$ cat config.mk
export PLATFORM = sky130hd
export DESIGN_NAME = twist_rx
export DESIGN_NICKNAME = d
export VERILOG_FILES = /design/src/rtl/twist_rx_pkg.sv /design/src/rtl/twist_phase_dec.sv /design/src/rtl/twist_rx.sv
export SDC_FILE = /design/constraint.sdc
export NUM_CORES = 1
export LEC_CHECK = 0
export BUFFER_PORTS_ARGS = -buffer_cell sky130_fd_sc_hd__buf_2
export CORE_MARGIN = 2
export CORE_UTILIZATION = 50
export CTS_BUF_LIST = sky130_fd_sc_hd__clkbuf_8 sky130_fd_sc_hd__clkbuf_16
export DETAILED_ROUTE_END_ITERATION = 7
export MAX_ROUTING_LAYER = met4
export PLACE_DENSITY_LB_ADDON = 0.1
export SETUP_SLACK_MARGIN = 0.15
export SLEW_MARGIN = 20
export SYNTH_ARGS = -nofsm -noshare
export SYNTH_HDL_FRONTEND = slang
export SYNTH_SLANG_ARGS = --single-unit
$ cat constraint.sdc
create_clock -name clk -period 3.4 [get_ports clk]
set_input_delay 0.68 -clock clk [delete_from_list [all_inputs] [get_ports clk]]
set_output_delay 0.68 -clock clk [all_outputs]
set_load 0.1 [all_outputs]
$ cat src/rtl/twist_rx_pkg.sv
// Shared definitions for the twisted-ring (Johnson) code receiver:
// phase-width helper, FSM state encoding and modulo-2N phase increment.
package twist_rx_pkg;

   // Width of a phase index for a CNT_SIZE-bit Johnson code (2*CNT_SIZE phases).
   function automatic int ph_w(input int cnt_size);
      return (cnt_size < 1) ? 1 : $clog2(2 * cnt_size);
   endfunction

   // Sequence-tracking states.
   typedef enum logic [1:0] {
      ST_HUNT  = 2'd0,
      ST_CHECK = 2'd1,
      ST_LOCK  = 2'd2
   } state_t;

   // Successor of phase p in a ring of 'span' phases. The ring size is
   // 2*CNT_SIZE, which is generally not a power of two, so a plain binary
   // increment of a PH_W-bit value would be wrong.
   function automatic int phase_inc(input int p, input int span);
      return (p + 1 >= span) ? 0 : p + 1;
   endfunction

endpackage : twist_rx_pkg

$ cat src/rtl/twist_phase_dec.sv
// Combinational Johnson-code decoder: maps a CNT_SIZE-bit twisted-ring
// word to {legal, phase}. Phase 0 is all zeros, phases 1..N fill from the
// MSB downward, phases N+1..2N-1 drain ones out of the MSB end so that only
// the lower 2N-p bits remain set. Any other bit pattern is illegal.
module twist_phase_dec
   import twist_rx_pkg::*;
#(
   parameter int CNT_SIZE = 8,
   parameter int PH_W     = ph_w(CNT_SIZE)
) (
   input  logic [CNT_SIZE-1:0] code,
   output logic                legal,
   output logic [PH_W-1:0]     phase
);

   // Word with the upper k bits set (k = 0 gives all zeros, k = N all ones).
   function automatic logic [CNT_SIZE-1:0] upper_mask(input int k);
      logic [CNT_SIZE-1:0] ones;
      ones = '1;
      return ~(ones >> k);
   endfunction

   // Word with the lower k bits set.
   function automatic logic [CNT_SIZE-1:0] lower_mask(input int k);
      logic [CNT_SIZE-1:0] ones;
      ones = '1;
      return ~(ones << k);
   endfunction

   // Compare the word against every legal pattern; at most one can match.
   always_comb begin
      // NOTE: defaults first so every path assigns both outputs; otherwise
      // the tool infers latches to hold them when no pattern matches.
      legal = 1'b0;
      phase = '0;
      for (int k = 0; k <= CNT_SIZE; k++) begin
         if (code == upper_mask(k)) begin
            legal = 1'b1;
            phase = PH_W'(k);
         end
         if ((k >= 1) && (k <= CNT_SIZE - 1) && (code == lower_mask(k))) begin
            legal = 1'b1;
            phase = PH_W'(2 * CNT_SIZE - k);
         end
      end
   end

endmodule : twist_phase_dec

$ cat src/rtl/twist_rx.sv
// Twisted-ring code receiver: validates and decodes each incoming word,
// tracks sequence continuity with a HUNT/CHECK/LOCK state machine, and
// reports sequence errors while locked with a saturating error counter.
// All outputs are registered; a word sampled with code_vld shows up on
// the outputs one cycle later.
module twist_rx
   import twist_rx_pkg::*;
#(
   parameter int CNT_SIZE = 8,
   parameter int PH_W     = ph_w(CNT_SIZE),
   parameter int LOCK_N   = 4,
   parameter int MISS_N   = 2,
   parameter int ERR_W    = 16
) (
   input  logic                clk,
   input  logic                rst,
   input  logic [CNT_SIZE-1:0] code_in,
   input  logic                code_vld,
   output logic [PH_W-1:0]     phase,
   output logic                phase_vld,
   output logic                locked,
   output logic                err,
   output logic [ERR_W-1:0]    err_cnt
);

   // Counters only need to reach LOCK_N / MISS_N before the state changes.
   localparam int MC_W = $clog2(LOCK_N + 1);
   localparam int MS_W = $clog2(MISS_N + 1);
   localparam int SPAN = 2 * CNT_SIZE;

   state_t            state;
   logic [PH_W-1:0]   exp_ph;
   logic [MC_W-1:0]   match_cnt;
   logic [MS_W-1:0]   miss_cnt;

   logic              dec_legal;
   logic [PH_W-1:0]   dec_phase;

   // Successor of a phase within the 2N-phase ring.
   function automatic logic [PH_W-1:0] next_ph(input logic [PH_W-1:0] p);
      return PH_W'(phase_inc(int'(p), SPAN));
   endfunction

   twist_phase_dec #(
      .CNT_SIZE (CNT_SIZE),
      .PH_W     (PH_W)
   ) u_dec (
      .code  (code_in),
      .legal (dec_legal),
      .phase (dec_phase)
   );

   // Sequence FSM, counters and registered outputs in one clocked process.
   always_ff @(posedge clk) begin
      // NOTE: reset is synchronous and active-low: it is only looked at on a
      // clock edge, and it takes priority over any word presented that cycle.
      if (!rst) begin
         // NOTE: sequential state uses non-blocking assignments so every
         // register samples pre-edge values regardless of statement order.
         state     <= ST_HUNT;
         exp_ph    <= '0;
         match_cnt <= '0;
         miss_cnt  <= '0;
         phase     <= '0;
         phase_vld <= 1'b0;
         locked    <= 1'b0;
         err       <= 1'b0;
         err_cnt   <= '0;
      end else begin
         // Pulses default low; they are raised below only for a valid word.
         phase_vld <= 1'b0;
         err       <= 1'b0;

         if (code_vld) begin
            // Any legal word refreshes the phase output, whatever the state.
            if (dec_legal) begin
               phase     <= dec_phase;
               phase_vld <= 1'b1;
            end

            unique case (state)
               ST_HUNT: begin
                  if (dec_legal) begin
                     exp_ph    <= next_ph(dec_phase);
                     match_cnt <= MC_W'(1);
                     if (LOCK_N <= 1) begin
                        state    <= ST_LOCK;
                        locked   <= 1'b1;
                        miss_cnt <= '0;
                     end else begin
                        state <= ST_CHECK;
                     end
                  end
               end

               ST_CHECK: begin
                  if (!dec_legal) begin
                     state     <= ST_HUNT;
                     match_cnt <= '0;
                  end else if (dec_phase == exp_ph) begin
                     match_cnt <= match_cnt + MC_W'(1);
                     exp_ph    <= next_ph(exp_ph);
                     if (int'(match_cnt) + 1 >= LOCK_N) begin
                        state    <= ST_LOCK;
                        locked   <= 1'b1;
                        miss_cnt <= '0;
                     end
                  end else begin
                     // Legal but out of order: this word starts a new run.
                     match_cnt <= MC_W'(1);
                     exp_ph    <= next_ph(dec_phase);
                  end
               end

               ST_LOCK: begin
                  // Flywheel: the expected phase advances on every valid word,
                  // so one corrupted word does not knock us out of step.
                  exp_ph <= next_ph(exp_ph);
                  if (dec_legal && (dec_phase == exp_ph)) begin
                     miss_cnt <= '0;
                  end else begin
                     err <= 1'b1;
                     if (err_cnt != '1) begin
                        err_cnt <= err_cnt + ERR_W'(1);
                     end
                     miss_cnt <= miss_cnt + MS_W'(1);
                     if (int'(miss_cnt) + 1 >= MISS_N) begin
                        state     <= ST_HUNT;
                        locked    <= 1'b0;
                        match_cnt <= '0;
                     end
                  end
               end

               default: begin
                  state  <= ST_HUNT;
                  locked <= 1'b0;
               end
            endcase
         end
      end
   end

endmodule : twist_rx

Yosys cells after proc, flatten, opt, wreduce, memory -nomap -nowiden
Index checks and enable logic that the tools add are counted.
{ "op_classes": {"addsub": 7, "eq_ne": 27, "n_mux": 63, "bitwise_logic": 2, "n_reduce_logical": 14, "magnitude_cmp": 4} }
{ "ops": {"columns": ["cell", "n"], "rows": [
  ["$mux W4", 19],
  ["$eq A8 B8 Y1 const B", 8],
  ["$mux W1", 24],
  ["$mux W2", 10],
  ["$add A16 B1 Y16 const B", 1],
  ["$ne A16 B16 Y1 const B", 1],
  ["$mux W3", 5],
  ["$ne A2 B2 Y1 const B", 6],
  ["$pmux W4 S3", 1],
  ["$add A4 B1 Y5 const B", 2],
  ["$ge A5 B5 Y1 const B", 2],
  ["$reduce_and A5 Y1", 2],
  ["$pmux W3 S3", 1],
  ["$eq A8 B1 Y1 const B", 1],
  ["$eq A8 B2 Y1 const B", 1],
  ["$eq A8 B3 Y1 const B", 1],
  ["$eq A8 B4 Y1 const B", 1],
  ["$eq A8 B5 Y1 const B", 1],
  ["$eq A8 B6 Y1 const B", 1],
  ["$eq A8 B7 Y1 const B", 1],
  ["$logic_not A8 Y1", 1],
  ["$reduce_and A4 Y1", 2],
  ["$reduce_and A7 Y1", 1],
  ["$ne A3 B3 Y1 const B", 2],
  ["other kinds (20)", 22]
]} }
{ "totals": {"wordCells": 126, "output_inout_bits": 23, "reg_bits": 34} }

Depth between registers and ports, before layout
Gate-level depths: netlist (run 1).
{ "logic_depth": {"depth_word": 22, "mapped_depth": 11} }

By module
From an unflattened synthesis (run 1), not the netlist that was laid out.
{ "hier_totals": {"cells_unflattened": 312, "area_unflattened_um2": 2368.5} }
{ "by_module_without_submodules": {"columns": ["mod", "cells_each", "instances", "area_each_um2"], "rows": [
  ["twist_rx", 254, 1, 1989.4],
  ["twist_phase_dec", 58, 1, 379.1]
]} }

Worst setup path before layout (run 1)
Ideal clock, no wire load.
{ "synth_timing": {"path_type": "input to register", "from": "input port code_in[4]", "to": "register exp_ph[1]", "arrival_ns": 2.794, "cell_stages": 10, "slack_ns": 0.474, "cell_sequence": "buf_2 -> and2_4 -> o211ai_1 -> nand2_1 -> or3_1 -> a2111oi_4 -> buf_4 -> mux2_1 -> nand2_1 -> a31oi_1"} }
{ "synth_between": {"elab_chain_cells": 22, "elab_cells_between_ends": 58, "classes_between": "add/sub (1); order compare (1); eq/ne (18); mux (36); reduce/logical (2)"} }
{ "synth_rtl": {"columns": ["item", "line_no", "text"], "rows": [
  ["start, declared", "twist_rx.sv:17", "input logic [CNT_SIZE-1:0] code_in,"],
  ["$eq A8 B8 Y1", "twist_phase_dec.sv:37", "if (code == upper_mask(k)) begin"],
  ["$mux W1", "twist_phase_dec.sv:37", null],
  ["$mux W4", "twist_phase_dec.sv:41", "if ((k >= 1) && (k <= CNT_SIZE - 1) && (code == lower_mask(k))) begin"],
  ["$mux W4", "twist_phase_dec.sv:37", null],
  ["$mux W4", "twist_phase_dec.sv:41", null],
  ["$mux W4", "twist_phase_dec.sv:37", null],
  ["$mux W4", "twist_phase_dec.sv:41", null],
  ["$mux W4", "twist_phase_dec.sv:37", null],
  ["(+6 left out)", null, null],
  ["$mux W4", "twist_phase_dec.sv:41", null],
  ["$mux W4", "twist_phase_dec.sv:37", null],
  ["$add A4 B1 Y5", "twist_rx_pkg.sv:21", "return (p + 1 >= span) ? 0 : p + 1;"],
  ["$ge A5 B5 Y1", "twist_rx_pkg.sv:21", null],
  ["$mux W4", "twist_rx_pkg.sv:21", null],
  ["$mux W4", "twist_rx.sv:100", "end else if (dec_phase == exp_ph) begin"],
  ["$mux W4", "twist_rx.sv:97", "if (!dec_legal) begin"],
  ["$pmux W4 S3", "twist_rx.sv:81", "unique case (state)"],
  ["end signal, assigned", "twist_rx.sv:84", "exp_ph <= next_ph(dec_phase);"],
  ["end signal, assigned", "twist_rx.sv:102", "exp_ph <= next_ph(exp_ph);"],
  ["end signal, assigned", "twist_rx.sv:111", "exp_ph <= next_ph(dec_phase);"],
  ["end, declared", "twist_rx.sv:32", "logic [PH_W-1:0] exp_ph;"]
]} }
Parallel ways exist; a longest one is shown, timed or not. The select of a mux whose other input is x is not followed.
A chain may end at the register's enable or synchronous reset.

Worst setup path in the final report (run 1)
{ "layout_timing": {"from": "input port code_in[0]", "to": "register state[0]"} }
{ "layout_between": {"elab_chain_cells": 20, "elab_cells_between_ends": 56, "classes_between": "eq/ne (20); mux (33); reduce/logical (3)"} }
{ "layout_rtl": {"columns": ["item", "line_no", "text"], "rows": [
  ["$eq A8 B8 Y1 / $logic_not A8 Y1 (equally long branches)", null, null],
  ["$mux W1", "twist_phase_dec.sv:37", null],
  ["$mux W4 / $mux W1 (equally long branches)", "twist_phase_dec.sv:41, twist_phase_dec.sv:37", null],
  ["$mux W4 / $mux W1 (equally long branches)", "twist_phase_dec.sv:37, twist_phase_dec.sv:41", null],
  ["$mux W4 / $mux W1 (equally long branches)", "twist_phase_dec.sv:41, twist_phase_dec.sv:37", null],
  ["$mux W4 / $mux W1 (equally long branches)", "twist_phase_dec.sv:37, twist_phase_dec.sv:41", null],
  ["$mux W4 / $mux W1 (equally long branches)", "twist_phase_dec.sv:41, twist_phase_dec.sv:37", null],
  ["$mux W4 / $mux W1 (equally long branches)", "twist_phase_dec.sv:37, twist_phase_dec.sv:41", null],
  ["(+4 left out)", null, null],
  ["$mux W4 / $mux W1 (equally long branches)", "twist_phase_dec.sv:41, twist_phase_dec.sv:37", null],
  ["$mux W4 / $mux W1 (equally long branches)", "twist_phase_dec.sv:37, twist_phase_dec.sv:41", null],
  ["$mux W4 / $mux W1 (equally long branches)", "twist_phase_dec.sv:41, twist_phase_dec.sv:37", null],
  ["$mux W4 / $mux W1 (equally long branches)", "twist_phase_dec.sv:37, twist_phase_dec.sv:41", null],
  ["$eq A4 B4 Y1 / $mux W1 (equally long branches)", "twist_rx.sv:100, twist_rx.sv:119, twist_phase_dec.sv:37", null],
  ["$logic_and A1 B1 Y1", "twist_rx.sv:119", "if (dec_legal && (dec_phase == exp_ph)) begin"],
  ["$ne A2 B2 Y1 (no source line)", null, null],
  ["$reduce_and A6 Y1 (no source line)", null, null],
  ["end signal, assigned", "twist_rx.sv:98", "state <= ST_HUNT;"],
  ["end signal, assigned", "twist_rx.sv:104", "state <= ST_LOCK;"],
  ["end signal, assigned", "twist_rx.sv:128", "state <= ST_HUNT;"],
  ["end, declared", "twist_rx.sv:31", "state_t state;"]
]} }
Parallel ways exist; a longest one is shown, timed or not.

==> results of run 1 <==
[worst max path at each step]
stage                     cells past startpoint                     end        from
after global routing                         10     locked$_SDFFE_PN0P_  code_in[0]
final                                        10   state[0]$_SDFFE_PN0P_  code_in[0]
after floorplan                              10  exp_ph[1]$_SDFFE_PN0P_  code_in[4]
after global placement                       10   state[0]$_SDFFE_PN0P_  code_in[0]
after CTS                                    10   state[0]$_SDFFE_PN0P_  code_in[0]
after detailed placement                     10   state[0]$_SDFFE_PN0P_  code_in[0]
[cell usage in the layout (no fill, tap or decap), types with 2 or more instances in the layout]
cell type / instances
buf_2: 33
o21ai_1: 11
nor4_1: 3
or2_2: 2
o21a_1: 4
a21oi_1: 20
nor2b_1: 4
nor3_1: 8
nor3b_1: 2
nand2_1: 32
nor2_1: 22
and2_1: 6
a21o_1: 2
and3_1: 4
inv_1: 11
o31ai_1: 4
or4_1: 2
ha_1: 8
or3_1: 8
buf_4: 2
nand2b_1: 6
clkbuf_8: 6
xor2_1: 5
a211o_1: 2
dfxtp_1: 34
a21boi_0: 2
o21ai_0: 12
mux2i_1: 8
nand3_1: 17
nand4_1: 9
a31oi_1: 5
[power groups by stage]
stage	Sequential (W)	Combinational (W)	Clock (W)
5_1_grt	0.000410	0.000149	0.000333
2_1_floorplan	0.000420	0.000102	0
3_3_place_gp	0.000419	0.000133	0
3_5_place_dp	0.000419	0.000135	0
6_report	0.000410	0.000136	0.000302
4_1_cts	0.000410	0.000136	0.000313
[synthesized netlist by cell type (6+ instances only)]
cell type  instances
mux2i_1            8
nor2_1            22
or3_1              8
ha_1               8
clkbuf_1           8
dfxtp_1           34
o21ai_0           12
buf_2              6
nand2b_1           6
nand4_1            9
nand2_1           32
and2_1             6
nand3_1           17
inv_1             10
a21oi_1           20
nor3_1             8
o21ai_1           11
[layer usage]
metal  vias to the layer above  GRT usage  wire, µm
li1                       1151          -         -
met1                      1015      0.290      2600
met2                        46      0.331      2360
met3                         2     0.0431       215
met4                         0     0.0556        25
met5                         -          -         0
[worst max-delay path: stages]
cell and delay, ps:
buf_2 180, and4b_4 250, a31oi_1 170, o22ai_1 140, or3_1 360, a2111oi_4 440
buf_12 190, nand2_1 50, a221o_1 320, a32o_1 250
[logic make-up after synthesis]
| family | after synthesis | share of synthesized area |
|---|---|---|
| AND/OR/NAND/NOR | 135 | 0.312 |
| AO/OA/AOI/OAI | 77 | 0.215 |
| flip-flops | 34 | 0.291 |
| buffers and inverters | 30 | 0.0641 |
| multiplexers | 9 | 0.0390 |
| XOR/XNOR | 8 | 0.0363 |
| adder cells (fa/ha/maj) | 8 | 0.0427 |
[through the flow]
step | instances | setup WS [ps] | area [µm²] | utilization | total power, W
final | 377 | 540 | 2590 | 0.582 | 0.000848
after global routing | 377 | 376 | 2590 | 0.582 | 0.000892
after CTS | 377 | 541 | 2590 | 0.582 | 0.000859
after detailed placement | 369 | 239 | 2490 | 0.561 | 0.000554
after global placement | 369 | 271 | 2490 | 0.561 | 0.000552
after floorplan | 301 | 474 | 2340 | - | 0.000522
[registers in the layout, indices dropped and copies added (netlist names)]
| register | cells |
|---|---|
| miss_cnt | 2 |
| phase_vld | 1 |
| locked | 1 |
| match_cnt | 3 |
| phase | 4 |
| state | 2 |
| err_cnt | 16 |
| exp_ph | 4 |
| err | 1 |
[cell type report]
class,instances,share of cell area
Clock buffer,6,0.0319
Timing Repair Buffer,36,0.0774
Tap cell,52,0.0252
Clock inverter,2,0.00339
Inverter,10,0.0145
Multi-Input combinational cell,237,0.584
Sequential cell,34,0.263
==> results.sh, run 1 <==
export IMPL_grt_pass1_wl_um=8760
export IMPL_synth_async_reset_ratio=0
export IMPL_cts_root_buf="clkbuf_8"
export IMPL_holdCritStartpoint="miss_cnt[0]$_SDFFE_PN0P_"
export IMPL_hold_path_depth=2
export IMPL_antenna_diode_count=0
export IMPL_rr_endpoint="err_cnt[7]$_SDFFE_PN0P_"
export IMPL_reg2reg_from="state[0]$_SDFFE_PN0P_"
export IMPL_synth_fp_nets=320
export IMPL_rsz0062_at_grt="no"
export IMPL_fp_row_count=24
export IMPL_drc_errors=0
export IMPL_nFillCells=414
export IMPL_postRouteAntennaNets=0
export IMPL_yosysWarnings=0
export IMPL_syn_area_um2=2340
export IMPL_dieArea_um2=5250
export IMPL_worstPathArrival_ps=3040
export IMPL_status="finished, final reports clean"
export IMPL_nets=343
export IMPL_synth_area_leader_cell="dfxtp_1"
export IMPL_cts_setup_buffers=0
export IMPL_fin_crit_sh=0.841
export IMPL_path_clk_slew_ps=70
export IMPL_ctsResizeCount=0
export IMPL_sw_frac_of_total=0.269
export IMPL_gp_congestion=0.823
export IMPL_regToRegSetupSlack_ps=1230
export IMPL_switchingPower_w=0.000228
export IMPL_drive_gt1_frac=0.172
export IMPL_grt_remaining_overflow=0
export IMPL_cts_made_buffers=5
export IMPL_worstRegToRegCells=6
export IMPL_hold_class="flop to flop"
export IMPL_hold_viol_final=0
export IMPL_wire_per_inst_um=13.8
export IMPL_max_cap_violations=0
export IMPL_wirelength_um=5210
export IMPL_critPathMaxFanout=15
export IMPL_fmax_ghz=0.350
export IMPL_seq_area_frac_synth=0.291
export IMPL_fp_coreArea_um2=4440
export IMPL_synth_edf_count=0
export IMPL_synth_avg_cell_area_um2=7.78
export IMPL_ys_ff_latch=34
export IMPL_areaGrowthSynthToFinish_pct=10.4
export IMPL_grt_max_degree=23
export IMPL_cts_hold_buf=0
export IMPL_multiInputGateArea_um2=1510
export IMPL_dp_hpwl_um=3750
export IMPL_cp_start_kind="input port"
export IMPL_clkPwrFrac=0.356
export IMPL_antenna_found_initial=0
export IMPL_whs_endpoint="miss_cnt[0]$_SDFFE_PN0P_"
export IMPL_setup_tns_ps=0
export IMPL_finalMaxSlewViolations=0
export IMPL_detail_route_iter0_violations=165
export IMPL_h_tree_depth=2
export IMPL_yosys_top_cells_area="dfxtp_1 29%, nand2_1 5.1%, a21oi_1 4.3%"
export IMPL_cts_tree="yes"
export IMPL_cts_buffer_depth=2
export IMPL_powerDensity_nw_per_um2=328
export IMPL_start_util=0.527
export IMPL_io_pins=34
export IMPL_vias=2214
export IMPL_synth_main_ff_cell="dfxtp_1"
export IMPL_power_internal_w=0.000619
export IMPL_viasPerCell=5.87
export IMPL_critPathRequiredTime_ps=3580
export IMPL_tightestPinTransition_ps=730
export IMPL_irDropWorstVdd_mv=0.239
export IMPL_die_w_um=72.4
export IMPL_combPwrFrac=0.160
export IMPL_p_seq_frac=0.484
export IMPL_holdWs_ps=472
export IMPL_setup_viol=0
export IMPL_fp_dieH_um=72.4
export IMPL_synth_top_area_frac=0.291
export IMPL_worst_clock_skew_ps=6.20
export IMPL_maxSlewHeadroom=0.513
export IMPL_end_kind="flop"
export IMPL_synth_cell_types=61
export IMPL_clock_sinks=34
export IMPL_p_leak_nw=1.05
export IMPL_synth_cells=301
export IMPL_grt_pass1_vias=1896
export IMPL_seq_area_um2=681
export IMPL_clk_latency_ps=280
export IMPL_period_minus_slack_ps=2860
export IMPL_critical_path_class="input port to flop"
export IMPL_grt_util_all_layers=0.215
export IMPL_firstDrtPassIters=4
export IMPL_port_buffers=33
(Power assumes the default switching activity.)
==> inputs of run 2 (changes only) <==
Settings changed: ABC_AREA set to 1.
Clock period 3.4 ns to 2.8 ns, I/O delays scaled along.
==> results.sh, run 2 <==
export IMPL_status="finished, final reports clean"
export IMPL_critPathRequiredTime_ps=2980
export IMPL_top_regs="err_cnt x16, exp_ph x4, phase x4"
export IMPL_synthTopCellsByCount="82 x nand2_1, 59 x nor2_1, 51 x inv_1"
export IMPL_syn_area_um2=2630
export IMPL_drc_errors=0
export IMPL_gp_congestion=0.889
export IMPL_hold_class="flop to flop"
export IMPL_period_minus_slack_ps=2410
export IMPL_critical_path_class="input port to flop"
export IMPL_cts_made_buffers=5
export IMPL_fmax_ghz=0.415
export IMPL_hold_viol_final=0
export IMPL_fp_coreArea_um2=5110
export IMPL_crit_family="simple AND/OR/NAND/NOR gates"
export IMPL_regToRegSetupSlack_ps=750
export IMPL_synth_edf_count=0
export IMPL_synth_avg_cell_area_um2=6.37
export IMPL_grt_max_degree=25
export IMPL_path_clk_slew_ps=70
export IMPL_grt_pass1_vias=2361
export IMPL_cts_hold_buf=0
export IMPL_worstRegToRegCells=9
export IMPL_yosys_top_cells_area="dfxtp_1 26%, nand2_1 12%, nor2_1 8.4%"
export IMPL_grt_util_all_layers=0.223
export IMPL_viasPerCell=5.04
export IMPL_mostFrequentLayoutCells="82 x nand2_1, 59 x nor2_1, 51 x inv_1"
export IMPL_cts_tree="yes"
export IMPL_wire_per_inst_um=11.9
export IMPL_powerDensity_nw_per_um2=495
export IMPL_p_leak_nw=1.37
export IMPL_firstDrtPassIters=5
export IMPL_cts_root_buf="clkbuf_8"
export IMPL_reg2reg_from="state[0]$_SDFFE_PN0P_"
export IMPL_grt_use_met2=0.345
export IMPL_io_pins=34
export IMPL_post_dp_cell_area_um2=2850
export IMPL_antenna_found_initial=0
export IMPL_clock_sinks=34
export IMPL_synth_async_reset_ratio=0
export IMPL_worst_clock_skew_ps=9.90
export IMPL_antenna_diode_count=0
export IMPL_grt_pass1_wl_um=10600
export IMPL_finalMaxSlewViolations=0
export IMPL_h_tree_depth=2
export IMPL_rsz0062_at_grt="no"
export IMPL_max_cap_violations=0
export IMPL_grt_remaining_overflow=0
export IMPL_rr_endpoint="err_cnt[11]$_SDFFE_PN0P_"
export IMPL_clk_latency_ps=280
export IMPL_largest_register="err_cnt"
export IMPL_yosysWarnings=0
export IMPL_critPathMaxStageDelay_ps=280
export IMPL_vias=2613
export IMPL_synth_cells=413
export IMPL_setup_viol=0
export IMPL_wirelength_um=6150
export IMPL_final_area_um2=2950
export IMPL_synth_fp_nets=432
export IMPL_end_kind="flop"
export IMPL_fp_dieH_um=76.5
export IMPL_port_buffers=33
export IMPL_areaGrowthSynthToFinish_pct=11.9
export IMPL_dp_hpwl_um=4790
export IMPL_final_common_cell="nand2_1"
export IMPL_fp_row_count=26
export IMPL_seq_area_frac_synth=0.259
export IMPL_dieArea_um2=5860
export IMPL_irDropWorstVdd_mv=0.500
export IMPL_synth_area_leader_cell="dfxtp_1"
export IMPL_yosysMostFrequentCell="nand2_1"
export IMPL_ys_ff_latch=34
export IMPL_whs_endpoint="miss_cnt[1]$_SDFFE_PN0P_"
export IMPL_critPathMaxFanout=19
export IMPL_drive_gt1_frac=0.232
export IMPL_crit_slowest_cell="o21ai_1"
export IMPL_synth_cell_types=35
export IMPL_met1_usage=0.311
export IMPL_worstPathArrival_ps=2590
export IMPL_grt_busiest_layer="met2"
export IMPL_grtUsageMet3=0.0355
export IMPL_holdCritStartpoint="miss_cnt[1]$_SDFFE_PN0P_"
export IMPL_cts_buffer_depth=2
export IMPL_setup_tns_ps=0
export IMPL_fin_crit_sh=0.861
export IMPL_ctsResizeCount=0
export IMPL_cts_setup_buffers=0
export IMPL_detail_route_iter0_violations=174
export IMPL_start_util=0.515
export IMPL_synth_top_area_frac=0.259
export IMPL_hold_path_depth=2
export IMPL_die_w_um=76.5
export IMPL_maxSlewHeadroom=0.664
export IMPL_postRouteAntennaNets=0
export IMPL_tightestPinTransition_ps=503
export IMPL_path_cells="buf_2, nand2_1, nor2_4, o21ai_1, inv_1, nor2_1, nand2_1, nor2_2, inv_2, nand3_4, nand3_4, nor2_1, nand3_1, nand2_1, nor2_1"
export IMPL_critPathBufInv=3
export IMPL_largest_register_ffs=16
export IMPL_cp_start_kind="input port"
export IMPL_synth_main_ff_cell="dfxtp_1"
export IMPL_nets=466
## run 2: cell families after synthesis
kind of cell	count (synthesis)	synth area share
fa+ha+maj	8	0.0380
simple gates	232	0.428
xor+xnor	10	0.0333
flops	34	0.259
buf+inv	69	0.107
compound gates	60	0.135
## run 2: worst max-delay path by stage
| stage | from | endpoint | slack [ps] | cells past startpoint |
|---|---|---|---|---|
| floorplan | err_cnt[3]$_SDFFE_PN0P_ | err_cnt[12]$_SDFFE_PN0P_ | 220 | 7 |
| global placement | code_in[6] | err_cnt[11]$_SDFFE_PN0P_ | 190 | 15 |
| detailed placement | code_in[6] | err_cnt[11]$_SDFFE_PN0P_ | 140 | 15 |
| CTS | code_in[6] | err_cnt[11]$_SDFFE_PN0P_ | 430 | 15 |
| global route | code_in[7] | err_cnt[11]$_SDFFE_PN0P_ | 220 | 17 |
| finish | code_in[6] | err_cnt[11]$_SDFFE_PN0P_ | 390 | 15 |
## run 2: per-stage QoR
step,power (W),util,std cells,hold slack [ps],worst slack (ps)
final,0.00146,0.577,518,484,390
after global routing,0.00156,0.577,518,504,216
after CTS,0.00147,0.577,518,493,428
after detailed placement,0.00109,0.558,510,482,144
after global placement,0.00109,0.558,510,464,188
after floorplan,0.000991,-,413,434,220
## run 2: worst min-delay path: stages, from the launching register on
cell,delay (ps)
dfxtp_1,300
inv_1,70
a21oi_1,70
## run 2: layout make-up
type	instances	area, µm²
Inverter	61	229
Timing Repair Buffer	35	180
Multi-Input combinational cell	310	1670
Clock buffer	6	82.6
Sequential cell	34	684
Fill cell	503	2160
Clock inverter	2	12.5
Tap cell	70	87.6
## run 2: metal layers
metal	part of all wire	vias to the layer above	wire (µm)
li1	-	1405	-
met1	0.50	1150	3050
met2	0.45	54	2770
met3	0.049	4	301
met4	0.0052	0	32
met5	0	-	0
## run 2: power breakdown
group          internal (W)  switching [W]  total, W
Combinational      0.000157       0.000368  0.000525
Clock              0.000198       0.000178  0.000376
Sequential         0.000525      0.0000325  0.000558
==> inputs of run 3 (changes only) <==
Settings changed: ABC_AREA 1 to not set.
==> results.sh, run 3 (synthesized netlist as in run 1, its figures left out) <==
export IMPL_gp_congestion=0.894
export IMPL_clk_latency_ps=290
export IMPL_largest_register="err_cnt"
export IMPL_firstDrtPassIters=4
export IMPL_critical_path_class="input port to flop"
export IMPL_dp_hpwl_um=3980
export IMPL_postRouteAntennaNets=0
export IMPL_largest_register_ffs=16
export IMPL_critPathMaxStageDelay_ps=410
export IMPL_detail_route_iter0_violations=164
export IMPL_drc_errors=0
export IMPL_finalMaxSlewViolations=0
export IMPL_crit_slowest_cell="or4_1"
export IMPL_final_core_util=0.653
export IMPL_switchingPower_w=0.000297
export IMPL_status="finished, final reports clean"
export IMPL_grt_util_all_layers=0.226
export IMPL_fmax_ghz=0.386
export IMPL_max_cap_violations=0
export IMPL_critPathBufInv=2
export IMPL_antenna_found_initial=0
export IMPL_final_common_cell="dfxtp_1"
export IMPL_holdWs_ps=465
export IMPL_worst_clock_skew_ps=6.28
export IMPL_setup_viol=0
export IMPL_fp_dieH_um=72.4
export IMPL_tightestPinTransition_ps=715
export IMPL_p_seq_frac=0.427
export IMPL_nFillCells=417
export IMPL_viasPerCell=5.85
export IMPL_path_clk_slew_ps=70
export IMPL_critPathRequiredTime_ps=3010
export IMPL_power_internal_w=0.000868
export IMPL_drive_gt1_frac=0.280
export IMPL_wire_per_inst_um=14.4
export IMPL_worstPathArrival_ps=2800
export IMPL_vias=2352
export IMPL_cts_tree="yes"
export IMPL_nets=369
export IMPL_mostFrequentLayoutCells="34 x dfxtp_1, 31 x nand2_1, 30 x buf_2"
export IMPL_fp_coreArea_um2=4440
export IMPL_h_tree_depth=2
export IMPL_rsz0062_at_grt="yes"
export IMPL_cts_buffer_depth=2
export IMPL_cts_root_buf="clkbuf_8"
export IMPL_hold_class="flop to flop"
export IMPL_grt_pass1_wl_um=9150
export IMPL_wirelength_um=5790
export IMPL_dieArea_um2=5250
export IMPL_powerDensity_nw_per_um2=401
export IMPL_clkPwrFrac=0.397
export IMPL_start_util=0.527
export IMPL_port_buffers=33
export IMPL_combPwrFrac=0.176
export IMPL_period_minus_slack_ps=2590
export IMPL_grt_pass1_vias=1998
export IMPL_top_regs="err_cnt x16, exp_ph x4, phase x4"
export IMPL_die_w_um=72.4
export IMPL_cts_made_buffers=5
export IMPL_end_kind="flop"
export IMPL_path_cells="buf_6, nor4_4, nand3b_1, nand4_1, xor2_2, a2111oi_4, buf_4, a211o_4, or4_1, a21oi_1"
export IMPL_crit_family="simple AND/OR/NAND/NOR gates"
export IMPL_clock_sinks=34
export IMPL_grt_max_degree=23
export IMPL_antenna_diode_count=0
export IMPL_areaGrowthSynthToFinish_pct=24.0
export IMPL_irDropWorstVdd_mv=0.214
export IMPL_io_pins=34
export IMPL_hold_viol_final=0
export IMPL_maxSlewHeadroom=0.523
export IMPL_sw_frac_of_total=0.255
export IMPL_critPathMaxFanout=5
export IMPL_cp_start_kind="input port"
export IMPL_fp_row_count=24
export IMPL_fin_crit_sh=0.925
export IMPL_p_leak_nw=1.20
export IMPL_grt_remaining_overflow=0
-- run 3: cell type report --
| cell class | count | area [µm²] | area share |
|---|---|---|---|
| Inverter | 10 | 37.5 | 0.0129 |
| Tap cell | 52 | 65.1 | 0.0224 |
| Clock inverter | 1 | 30.0 | 0.0103 |
| Sequential cell | 34 | 681 | 0.234 |
| Clock buffer | 6 | 82.6 | 0.0284 |
| Timing Repair Buffer | 60 | 387 | 0.133 |
| Multi-Input combinational cell | 239 | 1620 | 0.558 |
-- run 3: repair_timing --
action | 4_1_cts | 5_1_grt
setup endpoints to repair | 0 | 27
hold buffers | 0 | 0
setup buffers | 0 | 3
hold endpoints to repair | 0 | 0
gates resized for setup | 0 | 25
-- run 3: worst paths after layout --
| kind | startpoint | end | slack (ps) | cells after the start |
|---|---|---|---|---|
| hold reg to reg | miss_cnt[0]$_SDFFE_PN0P_ | miss_cnt[0]$_SDFFE_PN0P_ | 470 | 2 |
| setup / recovery | code_in[5] | err_cnt[7]$_SDFFE_PN0P_ | 210 | 10 |
| setup reg to reg | err_cnt[6]$_SDFFE_PN0P_ | err_cnt[0]$_SDFFE_PN0P_ | 400 | 9 |
| hold / removal | miss_cnt[0]$_SDFFE_PN0P_ | miss_cnt[0]$_SDFFE_PN0P_ | 470 | 2 |
-- run 3: worst register-to-register path, cell delays in order, from the launching register on --
cell	delay [ps]
dfxtp_1	420
nand3_1	180
nor3_1	370
and3_1	270
nand4_1	150
nor2_1	290
a211o_2	260
buf_4	140
xor2_1	140
nor2_1	50
-- run 3: metal layers --
metal,track usage,routed length (µm)
met5,-,0
met2,0.329,2550
met3,0.0389,273
met4,0.0741,85
met1,0.319,2880
-- run 3: through the flow --
step,power (W),worst slack [ps],std cells,instance area (µm²),TNS (ps)
after CTS,0.00115,162,397,2760,0
after floorplan,0.000635,57.4,301,2350,0
after global routing,0.00122,92.3,402,2900,0
final,0.00117,211,402,2900,0
after global placement,0.000688,-123,390,2640,-1150
after detailed placement,0.000689,-132,390,2640,-1540
-- run 3: power groups by stage --
| stage | clock (W) | combinational [W] | sequential, W |
|---|---|---|---|
| 2_1_floorplan | 0 | 0.000126 | 0.000509 |
| 3_3_place_gp | 0 | 0.000179 | 0.000509 |
| 3_5_place_dp | 0 | 0.000181 | 0.000509 |
| 4_1_cts | 0.000468 | 0.000182 | 0.000497 |
| 5_1_grt | 0.000494 | 0.000223 | 0.000499 |
| 6_report | 0.000462 | 0.000205 | 0.000498 |
